--- src/rtl/pipe_pkg.sv ---
// Shared definitions for the pipelined core.
// Holds the datapath widths, the ALUOp encodings seen between the main
// decoder and the ALU control decoder, the 4-bit ALU control codes, and
// the bundle of per-instruction control bits carried down the pipeline.
package pipe_pkg;

    localparam int XLEN = 64;
    localparam int RA_W = 5;

    // ALUOp as produced by the main decoder.
    typedef enum logic [1:0] {
        ALUOP_ADD   = 2'b00,
        ALUOP_SUB   = 2'b01,
        ALUOP_RTYPE = 2'b10,
        ALUOP_RSVD  = 2'b11
    } alu_op_e;

    // ALU operation select codes.
    localparam logic [3:0] ALU_AND = 4'b0000;
    localparam logic [3:0] ALU_OR  = 4'b0001;
    localparam logic [3:0] ALU_ADD = 4'b0010;
    localparam logic [3:0] ALU_SUB = 4'b0110;
    localparam logic [3:0] ALU_BAD = 4'b1111;

    // R-type funct3 values understood by the ALU control decoder.
    localparam logic [2:0] F3_ADD_SUB = 3'b000;
    localparam logic [2:0] F3_OR      = 3'b110;
    localparam logic [2:0] F3_AND     = 3'b111;

    // Control bits that travel with an instruction into EX.
    typedef struct packed {
        logic reg_write;
        logic mem_read;
        logic mem_write;
        logic mem_to_reg;
        logic branch;
    } ctrl_t;

endpackage

--- src/rtl/alu_ctrl_decode.sv ---
// ALU control decoder.
// Maps the main decoder's ALUOp plus funct3 / funct7 bit 5 onto the 4-bit
// ALU operation select. Purely combinational so it can sit after pipeline
// registers (ID/EX stage) or directly in a single-cycle datapath.
//
// Ports:
//   alu_op      in  2  ALUOp (00 add, 01 sub, 10 R-type, 11 reserved)
//   funct3      in  3  instruction funct3
//   funct7_b5   in  1  instruction bit 30 (selects sub for R-type 000)
//   alu_control out 4  ALU operation select; ALU_BAD for anything undefined
module alu_ctrl_decode
    import pipe_pkg::*;
(
    input  logic [1:0] alu_op,
    input  logic [2:0] funct3,
    input  logic       funct7_b5,
    output logic [3:0] alu_control
);

    always_comb begin
        alu_control = ALU_BAD;
        case (alu_op)
            ALUOP_ADD: alu_control = ALU_ADD;
            ALUOP_SUB: alu_control = ALU_SUB;
            ALUOP_RTYPE: begin
                case (funct3)
                    F3_ADD_SUB: alu_control = funct7_b5 ? ALU_SUB : ALU_ADD;
                    F3_AND:     alu_control = ALU_AND;
                    F3_OR:      alu_control = ALU_OR;
                    default:    alu_control = ALU_BAD;
                endcase
            end
            default: alu_control = ALU_BAD;
        endcase
    end

endmodule

--- src/rtl/id_ex_alu_issue.sv ---
// ID/EX pipeline stage feeding the 64-bit ALU.
// Registers the decoded instruction from ID, resolves EX/MEM and MEM/WB
// forwarding for both source operands, selects the ALU operands, decodes
// the ALU control code, and detects load-use hazards (inserting a bubble
// while the front end is frozen).
//
// Ports:
//   clk, reset               clock (rising edge), async active-high reset
//   id_*                     decoded instruction fields from ID
//   stall                    downstream hold; all stage registers keep value
//   flush                    branch-taken squash; loads a bubble (beats stall)
//   exmem_*, memwb_*         forwarding sources (write enable, rd, value)
//   load_use_stall           combinational: freeze PC and IF/ID this cycle
//   ex_valid                 EX holds a real instruction
//   ex_a, ex_b               ALU operands
//   ex_alu_control           ALU operation select
//   ex_store_data            forwarded rs2, for stores
//   ex_rd, ex_*              registered destination and control bits
//   ex_illegal               valid instruction with an undefined ALU op
module id_ex_alu_issue
    import pipe_pkg::*;
#(
    parameter int XLEN = pipe_pkg::XLEN,
    parameter int RA_W = pipe_pkg::RA_W
) (
    input  logic            clk,
    input  logic            reset,
    input  logic            id_valid,
    input  logic [RA_W-1:0] id_rs1,
    input  logic [RA_W-1:0] id_rs2,
    input  logic [RA_W-1:0] id_rd,
    input  logic [XLEN-1:0] id_rs1_data,
    input  logic [XLEN-1:0] id_rs2_data,
    input  logic [XLEN-1:0] id_imm,
    input  logic [1:0]      id_alu_op,
    input  logic [2:0]      id_funct3,
    input  logic            id_funct7_b5,
    input  logic            id_alu_src,
    input  logic            id_reg_write,
    input  logic            id_mem_read,
    input  logic            id_mem_write,
    input  logic            id_mem_to_reg,
    input  logic            id_branch,
    input  logic            stall,
    input  logic            flush,
    input  logic            exmem_reg_write,
    input  logic [RA_W-1:0] exmem_rd,
    input  logic [XLEN-1:0] exmem_result,
    input  logic            memwb_reg_write,
    input  logic [RA_W-1:0] memwb_rd,
    input  logic [XLEN-1:0] memwb_result,
    output logic            load_use_stall,
    output logic            ex_valid,
    output logic [XLEN-1:0] ex_a,
    output logic [XLEN-1:0] ex_b,
    output logic [3:0]      ex_alu_control,
    output logic [XLEN-1:0] ex_store_data,
    output logic [RA_W-1:0] ex_rd,
    output logic            ex_reg_write,
    output logic            ex_mem_read,
    output logic            ex_mem_write,
    output logic            ex_mem_to_reg,
    output logic            ex_branch,
    output logic            ex_illegal
);

    // ------------------------------------------------------------------
    // Stage registers. Index 0 is rs1, index 1 is rs2.
    // ------------------------------------------------------------------
    logic            valid_reg,     valid_next;
    ctrl_t           ctrl_reg,      ctrl_next;
    logic [RA_W-1:0] rd_reg,        rd_next;
    logic [RA_W-1:0] rs_reg      [2];
    logic [RA_W-1:0] rs_next     [2];
    logic [XLEN-1:0] rs_data_reg [2];
    logic [XLEN-1:0] rs_data_next[2];
    logic [XLEN-1:0] imm_reg,       imm_next;
    logic [1:0]      alu_op_reg,    alu_op_next;
    logic [2:0]      funct3_reg,    funct3_next;
    logic            funct7_b5_reg, funct7_b5_next;
    logic            alu_src_reg,   alu_src_next;

    ctrl_t           id_ctrl;
    logic [RA_W-1:0] id_rs     [2];
    logic [XLEN-1:0] id_rs_data[2];

    assign id_ctrl = '{
        reg_write:  id_reg_write,
        mem_read:   id_mem_read,
        mem_write:  id_mem_write,
        mem_to_reg: id_mem_to_reg,
        branch:     id_branch
    };

    assign id_rs[0]      = id_rs1;
    assign id_rs[1]      = id_rs2;
    assign id_rs_data[0] = id_rs1_data;
    assign id_rs_data[1] = id_rs2_data;

    // A load in EX whose destination is read by the instruction in ID
    // cannot be forwarded in time: hold ID and slip a bubble into EX.
    assign load_use_stall = valid_reg && ctrl_reg.mem_read && (rd_reg != '0) &&
                            id_valid && ((rd_reg == id_rs1) || (rd_reg == id_rs2));

    // ------------------------------------------------------------------
    // Next-state selection: flush > stall > load-use bubble > capture.
    // A bubble also clears rs/operand fields so a dead slot never
    // matches a forwarding source.
    // ------------------------------------------------------------------
    always_comb begin
        valid_next     = valid_reg;
        ctrl_next      = ctrl_reg;
        rd_next        = rd_reg;
        imm_next       = imm_reg;
        alu_op_next    = alu_op_reg;
        funct3_next    = funct3_reg;
        funct7_b5_next = funct7_b5_reg;
        alu_src_next   = alu_src_reg;
        for (int i = 0; i < 2; i++) begin
            rs_next[i]      = rs_reg[i];
            rs_data_next[i] = rs_data_reg[i];
        end

        if (flush || (!stall && load_use_stall)) begin
            valid_next     = 1'b0;
            ctrl_next      = '0;
            rd_next        = '0;
            imm_next       = '0;
            alu_op_next    = ALUOP_ADD;
            funct3_next    = '0;
            funct7_b5_next = 1'b0;
            alu_src_next   = 1'b0;
            for (int i = 0; i < 2; i++) begin
                rs_next[i]      = '0;
                rs_data_next[i] = '0;
            end
        end else if (!stall) begin
            valid_next     = id_valid;
            ctrl_next      = id_ctrl;
            rd_next        = id_rd;
            imm_next       = id_imm;
            alu_op_next    = id_alu_op;
            funct3_next    = id_funct3;
            funct7_b5_next = id_funct7_b5;
            alu_src_next   = id_alu_src;
            for (int i = 0; i < 2; i++) begin
                rs_next[i]      = id_rs[i];
                rs_data_next[i] = id_rs_data[i];
            end
        end
    end

    // Reset parks the decode fields on R-type/AND so that the idle stage
    // presents an all-zero ALU control code.
    always_ff @(posedge clk or posedge reset) begin
        if (reset) begin
            valid_reg      <= 1'b0;
            ctrl_reg       <= '0;
            rd_reg         <= '0;
            imm_reg        <= '0;
            alu_op_reg     <= ALUOP_RTYPE;
            funct3_reg     <= F3_AND;
            funct7_b5_reg  <= 1'b0;
            alu_src_reg    <= 1'b0;
            rs_reg[0]      <= '0;
            rs_reg[1]      <= '0;
            rs_data_reg[0] <= '0;
            rs_data_reg[1] <= '0;
        end else begin
            valid_reg      <= valid_next;
            ctrl_reg       <= ctrl_next;
            rd_reg         <= rd_next;
            imm_reg        <= imm_next;
            alu_op_reg     <= alu_op_next;
            funct3_reg     <= funct3_next;
            funct7_b5_reg  <= funct7_b5_next;
            alu_src_reg    <= alu_src_next;
            rs_reg[0]      <= rs_next[0];
            rs_reg[1]      <= rs_next[1];
            rs_data_reg[0] <= rs_data_next[0];
            rs_data_reg[1] <= rs_data_next[1];
        end
    end

    // ------------------------------------------------------------------
    // Forwarding: the younger EX/MEM result beats MEM/WB; x0 never
    // forwards because it is hard-wired to zero.
    // ------------------------------------------------------------------
    logic [XLEN-1:0] fwd_data[2];

    genvar gi;
    generate
        for (gi = 0; gi < 2; gi++) begin : g_fwd
            logic exmem_hit;
            logic memwb_hit;
            assign exmem_hit = exmem_reg_write && (exmem_rd != '0) && (exmem_rd == rs_reg[gi]);
            assign memwb_hit = memwb_reg_write && (memwb_rd != '0) && (memwb_rd == rs_reg[gi]);
            assign fwd_data[gi] = exmem_hit ? exmem_result :
                                  memwb_hit ? memwb_result :
                                              rs_data_reg[gi];
        end
    endgenerate

    // ------------------------------------------------------------------
    // Outputs.
    // ------------------------------------------------------------------
    alu_ctrl_decode u_alu_ctrl_decode (
        .alu_op      (alu_op_reg),
        .funct3      (funct3_reg),
        .funct7_b5   (funct7_b5_reg),
        .alu_control (ex_alu_control)
    );

    assign ex_a          = fwd_data[0];
    assign ex_b          = alu_src_reg ? imm_reg : fwd_data[1];
    assign ex_store_data = fwd_data[1];

    assign ex_valid      = valid_reg;
    assign ex_rd         = rd_reg;
    assign ex_reg_write  = ctrl_reg.reg_write;
    assign ex_mem_read   = ctrl_reg.mem_read;
    assign ex_mem_write  = ctrl_reg.mem_write;
    assign ex_mem_to_reg = ctrl_reg.mem_to_reg;
    assign ex_branch     = ctrl_reg.branch;
    assign ex_illegal    = valid_reg && (ex_alu_control == ALU_BAD);

endmodule

--- config.mk ---
export PLATFORM = sky130hd
export DESIGN_NAME = id_ex_alu_issue
export DESIGN_NICKNAME = d
export VERILOG_FILES = /design/src/rtl/pipe_pkg.sv /design/src/rtl/alu_ctrl_decode.sv /design/src/rtl/id_ex_alu_issue.sv
export SDC_FILE = /design/constraint.sdc
export NUM_CORES = 1
export LEC_CHECK = 0
export ABC_AREA = 0
export CAP_MARGIN = 10
export CORE_AREA = 2 2 223 225
export DETAILED_ROUTE_END_ITERATION = 7
export DIE_AREA = 0 0 225 227
export MAX_ROUTING_LAYER = met4
export PLACE_DENSITY = 0.55
export SETUP_SLACK_MARGIN = 0.15
export SLEW_MARGIN = 20
export SYNTH_ARGS = -nofsm -noshare
export SYNTH_HDL_FRONTEND = slang
export SYNTH_SLANG_ARGS = --single-unit
--- constraint.sdc ---
create_clock -name clk -period 21.5 [get_ports clk]
set_input_delay 4.3 -clock clk [delete_from_list [all_inputs] [get_ports clk]]
set_output_delay 4.3 -clock clk [all_outputs]
set_load 0.02 [all_outputs]
==> parameters.txt, run 1 <==
Parameter                              Value

Layout
  Post-layout net count ... 2274
  Fillcell total ... 4895
  Flip-flop count of the largest register, all copies and words added ... 128
  Post-Layout Inst Area ... 20200 µm²
  Ratio of cells with drive above 1 in the final layout ... 11.2%
  Synth-to-Final Area Change ... 52.5%

STA
  Slew margin rel. ... 31.4%
  Time the worst path needs with I/O delays and setup ... 13.27 ns
  Final worst clock skew ... 0.0127 ns
  Period utilization ... 61.7%
  Transition at the pin with the smallest max-transition slack ... 1.03 ns
  Setup_tns ... 0 ns
  Unrepaired setup endpoints after global routing ... no
  Number of setup violations in the final report ... 0
  Worst Slack Setup Final ... 8.23 ns
  Number of pins exceeding their max-slew limit in the final report ... 0
  Final hold violation count ... 0
  Maximum clock frequency ... 0.0754 GHz

Clock network
  Number of levels the H-tree was split into ... 1
  Clk pin slew, worst setup/hold paths ... 0.06 ns
  CTS tree ... yes
  Number of buffers inserted for hold repair after clock tree synthesis ... 0
  Number of clock buffers inserted by TritonCTS ... 29
  # resized after CTS ... 0
  Number of buffers inserted by post-CTS setup repair ... 0
  Clock Path Buffers ... 3
  Clock Sinks ... 220
  Worst-Skew Late Latency ... 0.56 ns
  CTS Root Cell ... clkbuf_16

Hold path
  Tightest Hold Check Type ... reg -> reg

Logic synthesis
  Commonest cells post-synth ... nand2_1, dfrtp_1, o22ai_1
  Synthesized Nets ... 1816
  Most area-consuming cells after synthesis ... dfrtp_1, nand2_1, a32o_1, o22ai_1, a31oi_2
  Cell type with the largest total area after synthesis ... dfrtp_1
  Ys flop type ... dfrtp_1
  Count of mapped cells out of synthesis ... 1452
  Total of flip-flops plus latches after synthesis ... 220
  Share of flip-flops with an asynchronous set or reset after synthesis ... 100%
  Netlist Area Pre-Place ... 13200 µm²
  Area fraction of the dominant cell type after synthesis ... 40.8%
  Sequential fraction of the synthesis area ... 41.6%
  Most common cell in the synthesized netlist ... nand2_1
  Total number of yosys warnings ... 0
  Post-synth cell types ... 46
  Mean cell area of the mapped netlist ... 9.12 µm²
  Post-synth EDFFs ... 0

Worst setup path
  Worst setup path category ... in -> out
  Reg2Reg Capture Point ... imm_reg[39]$_DFFE_PP0P_
  Largest stage delay, worst path ... 0.73 ns
  Register-to-Register Path Depth ... 7
  Source of the worst register-to-register timing path ... ex_rd[2]$_DFFE_PP0P_
  Critical path launch point type ... input pin
  Number of cells on the critical path ... 9
  Critical path capture point ... ex_b[2]
  Endpoint required time on the critical path ... 17.20 ns
  Family with the most delay on the worst path ... buffers and inverters
  Cells traversed along the worst timing path ... clkdlybuf4s50_1 -> or4_1 -> o211ai_4 -> buf_4 -> or2_4 -> buf_4 -> a31oi_1 -> mux2_2 -> clkdlybuf4s50_1
  Largest fanout of any net on the critical path ... 65
  Slowest cell on crit path ... buf_4
  CP endpoint kind ... primary output
  Number of buffer and inverter instances along the worst setup path ... 4
  Arrival time at the worst endpoint ... 8.97 ns
  Slack of the worst reg-to-reg path ... 18.10 ns
  First element of the critical path ... exmem_rd[2]

Pwr
  VDD IR max ... 0.0551 mV
  Power per cell area ... 64.9 nW/µm²
  Power, Total ... 0.00131 W
  Leakage ... 7.55 nW

Outcome
  Result of the run ... complete, no violations

Drt
  Final wirelength ... 62.8 mm
  Iter 0 DRT Violations ... 877
  Via/cell ratio ... 5.39
  TritonRoute pass-1 iters ... 6
  Routed WL per cell ... 24.5 µm
  Total via count after detailed routing ... 13.8k
  Remaining antenna violation count after routing ... 0
  Number of remaining DRC errors ... 0

Floorplanning
  Chip Height ... 227 µm
  Number of rows created at floorplan ... 81
  Overall die width ... 225 µm
  I/O pins ... 573
  Area of the core region ... 48500 µm²
  Floorplan die area ... 51100 µm²
  Initial cell density of the core ... 27.3%

Placed design
  RD Place Congestion ... 0.892
  Total of buffers placed on input and output ports ... 572
  Post-Place Cell Area ... 19100 µm²
  Total half-perimeter wirelength after legalization and detailed placement ... 43.0 mm
  Minimum setup slack after placement ... 8.30 ns

Global route
  Via count of the first global-routing pass ... 14.3k
  Maximum number of pins on one net before global-route repair ... 91
  Antenna violations before repair ... 9
  Global-route wire length before repair ... 91.7 mm
  Global-route usage over all layers ... 24.2%
  Total gr overflow ... 0

Flow run
  Max cap viols ... 0
==> report_power, final <==
group | total, W | internal, W | switching [W] | leakage [nW]
logic | 0.000326 | 0.000161 | 0.000165 | 4.13
clock network | 0.000527 | 0.000321 | 0.000206 | 0.512
registers | 0.000458 | 0.000438 | 0.0000204 | 2.91
total | 0.00131 | 0.000920 | 0.000391 | 7.55
==> placed cells by master (no fill, tap or decap), drive strengths merged, types with 16 or more instances in the layout <==
cell	count
nand2	258
nor3	67
dfrtp	216
xnor2	16
buf	21
nand3	65
a31oi	64
nor2	69
clkbuf	37
a21oi	65
clkdlybuf4s50	570
mux2	64
a32o	86
mux2i	64
o22ai	124
o21ai	65
==> routing by layer <==
| layer | wire length, µm | track usage (%) |
|---|---|---|
| met1 | 25700 | 29.3 |
| met2 | 30100 | 39.7 |
| met3 | 4720 | 5.65 |
| met4 | 2330 | 8.69 |
| met5 | 0 | - |
==> final cells by class <==
class                   instances  area (µm²)  area share [%]
multi-input cells            1056        6920            34.2
repair buffers                591        5880            29.1
flip-flops and latches        220        5510            27.3
clock buffers                  37         836            4.14
well taps                     622         778            3.85
clock inverters                16         193           0.954
inverters                      12        55.1           0.273
diodes                          9        22.5           0.112
==> stage by stage <==
step | utilization (%) | instances | hold WS (ns)
final | 41.6 | 2563 | 0.489
after global routing | 41.6 | 2563 | 0.504
after CTS | 41.5 | 2553 | 0.491
after detailed placement | 39.4 | 2500 | 0.479
after global placement | 39.4 | 2500 | 0.471
after floorplan | - | 1452 | 0.460
==> how the worst min path moves through the flow <==
stage | start | end | slack, ns | cells past startpoint
2_1_floorplan | rs_data_reg[63]$_DFFE_PP0P_ | rs_data_reg[63]$_DFFE_PP0P_ | 0.46 | 1
6_report | imm_reg[7]$_DFFE_PP0P_ | imm_reg[7]$_DFFE_PP0P_ | 0.49 | 1
5_1_grt | ex_mem_write$_DFFE_PP0P_ | ex_mem_write$_DFFE_PP0P_ | 0.50 | 1
3_5_place_dp | imm_reg[22]$_DFFE_PP0P_ | imm_reg[22]$_DFFE_PP0P_ | 0.48 | 1
3_3_place_gp | imm_reg[5]$_DFFE_PP0P_ | imm_reg[5]$_DFFE_PP0P_ | 0.47 | 1
4_1_cts | funct3_reg[0]$_DFFE_PP1P_ | funct3_reg[0]$_DFFE_PP1P_ | 0.49 | 2
==> cells by family (layout without fill, tap and decap cells) <==
| group | count (synthesis) | after routing | synth area share (%) |
|---|---|---|---|
| other cells | 0 | 9 | 0 |
| simple gates | 476 | 476 | 15.2 |
| xor+xnor | 30 | 30 | 1.98 |
| buf+inv | 176 | 656 | 6.52 |
| flops | 220 | 220 | 41.6 |
| compound gates | 422 | 422 | 24.4 |
| mux | 128 | 128 | 10.3 |
(Power assumes the default switching activity.)
==> run 2: changes to the inputs <==
- CORE_AREA: 2 2 223 225 -> 2 2 226 228
- DIE_AREA: 0 0 225 227 -> 0 0 228 230
- PLACE_DENSITY: 0.55 -> 0.54
- clock period: 21.5 -> 12.72 ns (I/O delays scaled with it)
==> run 2 against run 1 <==
Effect of this change:
- final area barely moved
- critical endpoint is now ex_b[13]
- non-clock buffer count rose by 1
- register-to-register slack got worse by 8.7 ns
- first-iteration DRC count rose by 30%
- wire length rose by 1.9%
==> parameters.txt, run 2 (synthesized netlist as in run 1, its figures left out) <==
Parameter                              Value

Worst setup path
  Cells traversed along the worst timing path ... clkdlybuf4s50_1 -> or4_1 -> o211ai_4 -> or2_4 -> buf_4 -> a31oi_2 -> mux2_1 -> clkdlybuf4s50_1
  Critical path launch point type ... input pin
  Cell occurring most often along the worst timing path ... clkdlybuf4s50_1
  CP endpoint kind ... primary output
  Worst setup path category ... in -> out
  Largest stage delay, worst path ... 0.76 ns (+0.03 ns)
  Register-to-Register Path Depth ... 6 (-1)
  Endpoint required time on the critical path ... 10.18 ns (-7.02 ns)
  Arrival time at the worst endpoint ... 6.31 ns (-2.66 ns)
  Slowest cell on crit path ... buf_4
  Largest fanout of any net on the critical path ... 41 (-37%)

Clock network
  Clk pin slew, worst setup/hold paths ... 0.06 ns (about the same)
  Number of buffers inserted by post-CTS setup repair ... 0 (unchanged)
  Clock Sinks ... 220 (unchanged)
  CTS tree ... yes
  Number of buffers inserted for hold repair after clock tree synthesis ... 0 (unchanged)
  Worst-Skew Late Latency ... 0.58 ns (+0.02 ns)
  Number of levels the H-tree was split into ... 1 (unchanged)
  CTS Root Cell ... clkbuf_16
  Number of clock buffers inserted by TritonCTS ... 29 (unchanged)
  # resized after CTS ... 0 (unchanged)
  Clock Path Buffers ... 3 (unchanged)

Global route
  Antenna violations before repair ... 6 (-3)
  Total gr overflow ... 0 (unchanged)
  Via count of the first global-routing pass ... 14.3k (-0.23%)
  Global-route wire length before repair ... 94.6 mm (+3.2%)
  Maximum number of pins on one net before global-route repair ... 114 (+25%)
  Global-route usage over all layers ... 24.2% (-0.031 points)

STA
  Number of pins exceeding their max-slew limit in the final report ... 0 (unchanged)
  Setup_tns ... 0 ns (unchanged)
  Unrepaired setup endpoints after global routing ... no
  Final worst clock skew ... 0.0334 ns (+0.0207 ns)
  Transition at the pin with the smallest max-transition slack ... 1.14 ns (+0.112 ns)
  Period utilization ... 69.6%
  Final hold violation count ... 0 (unchanged)
  Time the worst path needs with I/O delays and setup ... 8.86 ns
  Slew margin rel. ... 23.9% (-7.5 points)
  Worst Slack Setup Final ... 3.86 ns (-4.37 ns)
  Maximum clock frequency ... 0.113 GHz
  Number of setup violations in the final report ... 0 (unchanged)

Pwr
  Gate power share ... 25.6% (+0.7 points)
  NetSw ... 0.000660 W (+69%)
  Switching part of the total ... 30.3% (+0.46 points)
  Sequential fraction of design power ... 35.4% (+0.5 points)
  VDD IR max ... 0.109 mV (+98%)
  Leakage ... 7.52 nW (-0.49%)
  Int Power ... 0.00152 W (+65%)
  Clock power frac ... 39.1% (-1.1 points)
  Power per cell area ... 108 nW/µm² (+66%)
  Power, Total ... 0.00218 W (+66%)

Layout
  Post-layout net count ... 2275 (+0.044%)
  Commonest non-fill, non-tap cell in the layout ... clkdlybuf4s50_1
  Fillcell total ... 5094 (+4.1%)
  Total area of multi-input combinational cells ... 6920 µm² (unchanged)
  Sequential standard cell area ... 5510 µm² (unchanged)
  Top library cells by usage in the layout, fill and taps aside ... clkdlybuf4s50_1, nand2_1, dfrtp_1
  Ratio of cells with drive above 1 in the final layout ... 11.0% (-0.21 points)
  Synth-to-Final Area Change ... 52.4% (about the same)
  Flip-flop count of the largest register, all copies and words added ... 128 (unchanged)

Floorplanning
  Number of rows created at floorplan ... 82 (+1.2%)
  I/O pins ... 573 (unchanged)
  Initial cell density of the core ... 26.6% (-0.72 points)
  Area of the core region ... 49900 µm² (+2.7%)
  Overall die width ... 228 µm (+1.3%)
  Floorplan die area ... 52400 µm² (+2.7%)
  Chip Height ... 230 µm (+1.3%)

Drt
  Number of remaining DRC errors ... 0 (unchanged)
  Routed WL per cell ... 24.5 µm (about the same)
  Total via count after detailed routing ... 13.7k (-1.1%)
  TritonRoute pass-1 iters ... 5 (-1)
  Iter 0 DRT Violations ... 1136 (+30%)
  Via/cell ratio ... 5.23 (-2.9%)
  Final wirelength ... 64.0 mm (+1.9%)
  Remaining antenna violation count after routing ... 0 (unchanged)

Hold path
  Hold path cells ... 1 (unchanged)
  Tightest Hold Check Type ... reg -> reg

Placed design
  Total of buffers placed on input and output ports ... 572 (unchanged)
  Minimum setup slack after placement ... 3.83 ns (-4.47 ns)
  RD Place Congestion ... 0.964 (+8.0%)
  Total half-perimeter wirelength after legalization and detailed placement ... 43.2 mm (+0.49%)

Outcome
  Result of the run ... complete, no violations

Flow run
  Max cap viols ... 0 (unchanged)
[run 2: cell count changes in the layout (fill, tap and decap cells not counted)]
cell / delta
bufinv_16: -1
clkbuf_8: -3
clkinv_2: -1
buf_16: -1
buf_4: +2
clkbuf_1: +5
diode_2: -3
[run 2: layer usage]
metal,GRT usage [%],share of wire [%]
met1,30.0,42
met2,40.2,49
met3,5.38,7.2
met4,5.70,1.7
met5,-,0
[run 2: path summary, 6_finish.rpt]
path / slack [ns] / to / from
max in group asynchronous: 8.07 / rs_data_reg[27]$_DFFE_PP0P_ / reset
worst max register to register: 9.40 / rs_reg[3]$_DFFE_PP0P_ / ex_rd[1]$_DFFE_PP0P_
min in group asynchronous: 2.59 / imm_reg[3]$_DFFE_PP0P_ / reset
worst max-delay path: 3.86 / ex_b[13] / exmem_rd[2]
worst min-delay path: 0.49 / imm_reg[29]$_DFFE_PP0P_ / imm_reg[29]$_DFFE_PP0P_
worst min register to register: 0.49 / imm_reg[29]$_DFFE_PP0P_ / imm_reg[29]$_DFFE_PP0P_
[run 2: power groups by stage]
stage | Clock (W) | Combinational (W) | Sequential (W)
2_1_floorplan | 0 | 0.000268 | 0.000771
3_3_place_gp | 0 | 0.000556 | 0.000783
3_5_place_dp | 0 | 0.000557 | 0.000784
4_1_cts | 0.000878 | 0.000561 | 0.000772
5_1_grt | 0.000902 | 0.000590 | 0.000777
6_report | 0.000851 | 0.000557 | 0.000772
[run 2: per-stage QoR]
| step | instance area [µm²] | hold WS, ns | utilization, % | std cells |
|---|---|---|---|---|
| after floorplan | 13200 | 0.460 | - | 1452 |
| after global placement | 19200 | 0.469 | 38.5 | 2552 |
| after detailed placement | 19200 | 0.476 | 38.5 | 2552 |
| after CTS | 20200 | 0.490 | 40.4 | 2605 |
| after global routing | 20200 | 0.498 | 40.5 | 2611 |
| final | 20200 | 0.488 | 40.5 | 2611 |
[run 2: area by class of cell]
class                           count  area share [%]
Antenna cell                        6          0.0744
Clock buffer                       39            4.03
Clock inverter                     14           0.781
Inverter                           12           0.273
Multi-Input combinational cell   1056            34.3
Sequential cell                   220            27.3
Tap cell                          672            4.17
Timing Repair Buffer              592            29.1
[run 2: critical path: cells and delay by family]
family,cells,cell delay (ns)
multiplexers,1,0.35
AND/OR/NAND/NOR,2,1.09
buffers and inverters,3,1.86
AO/OA/AOI/OAI,2,0.39
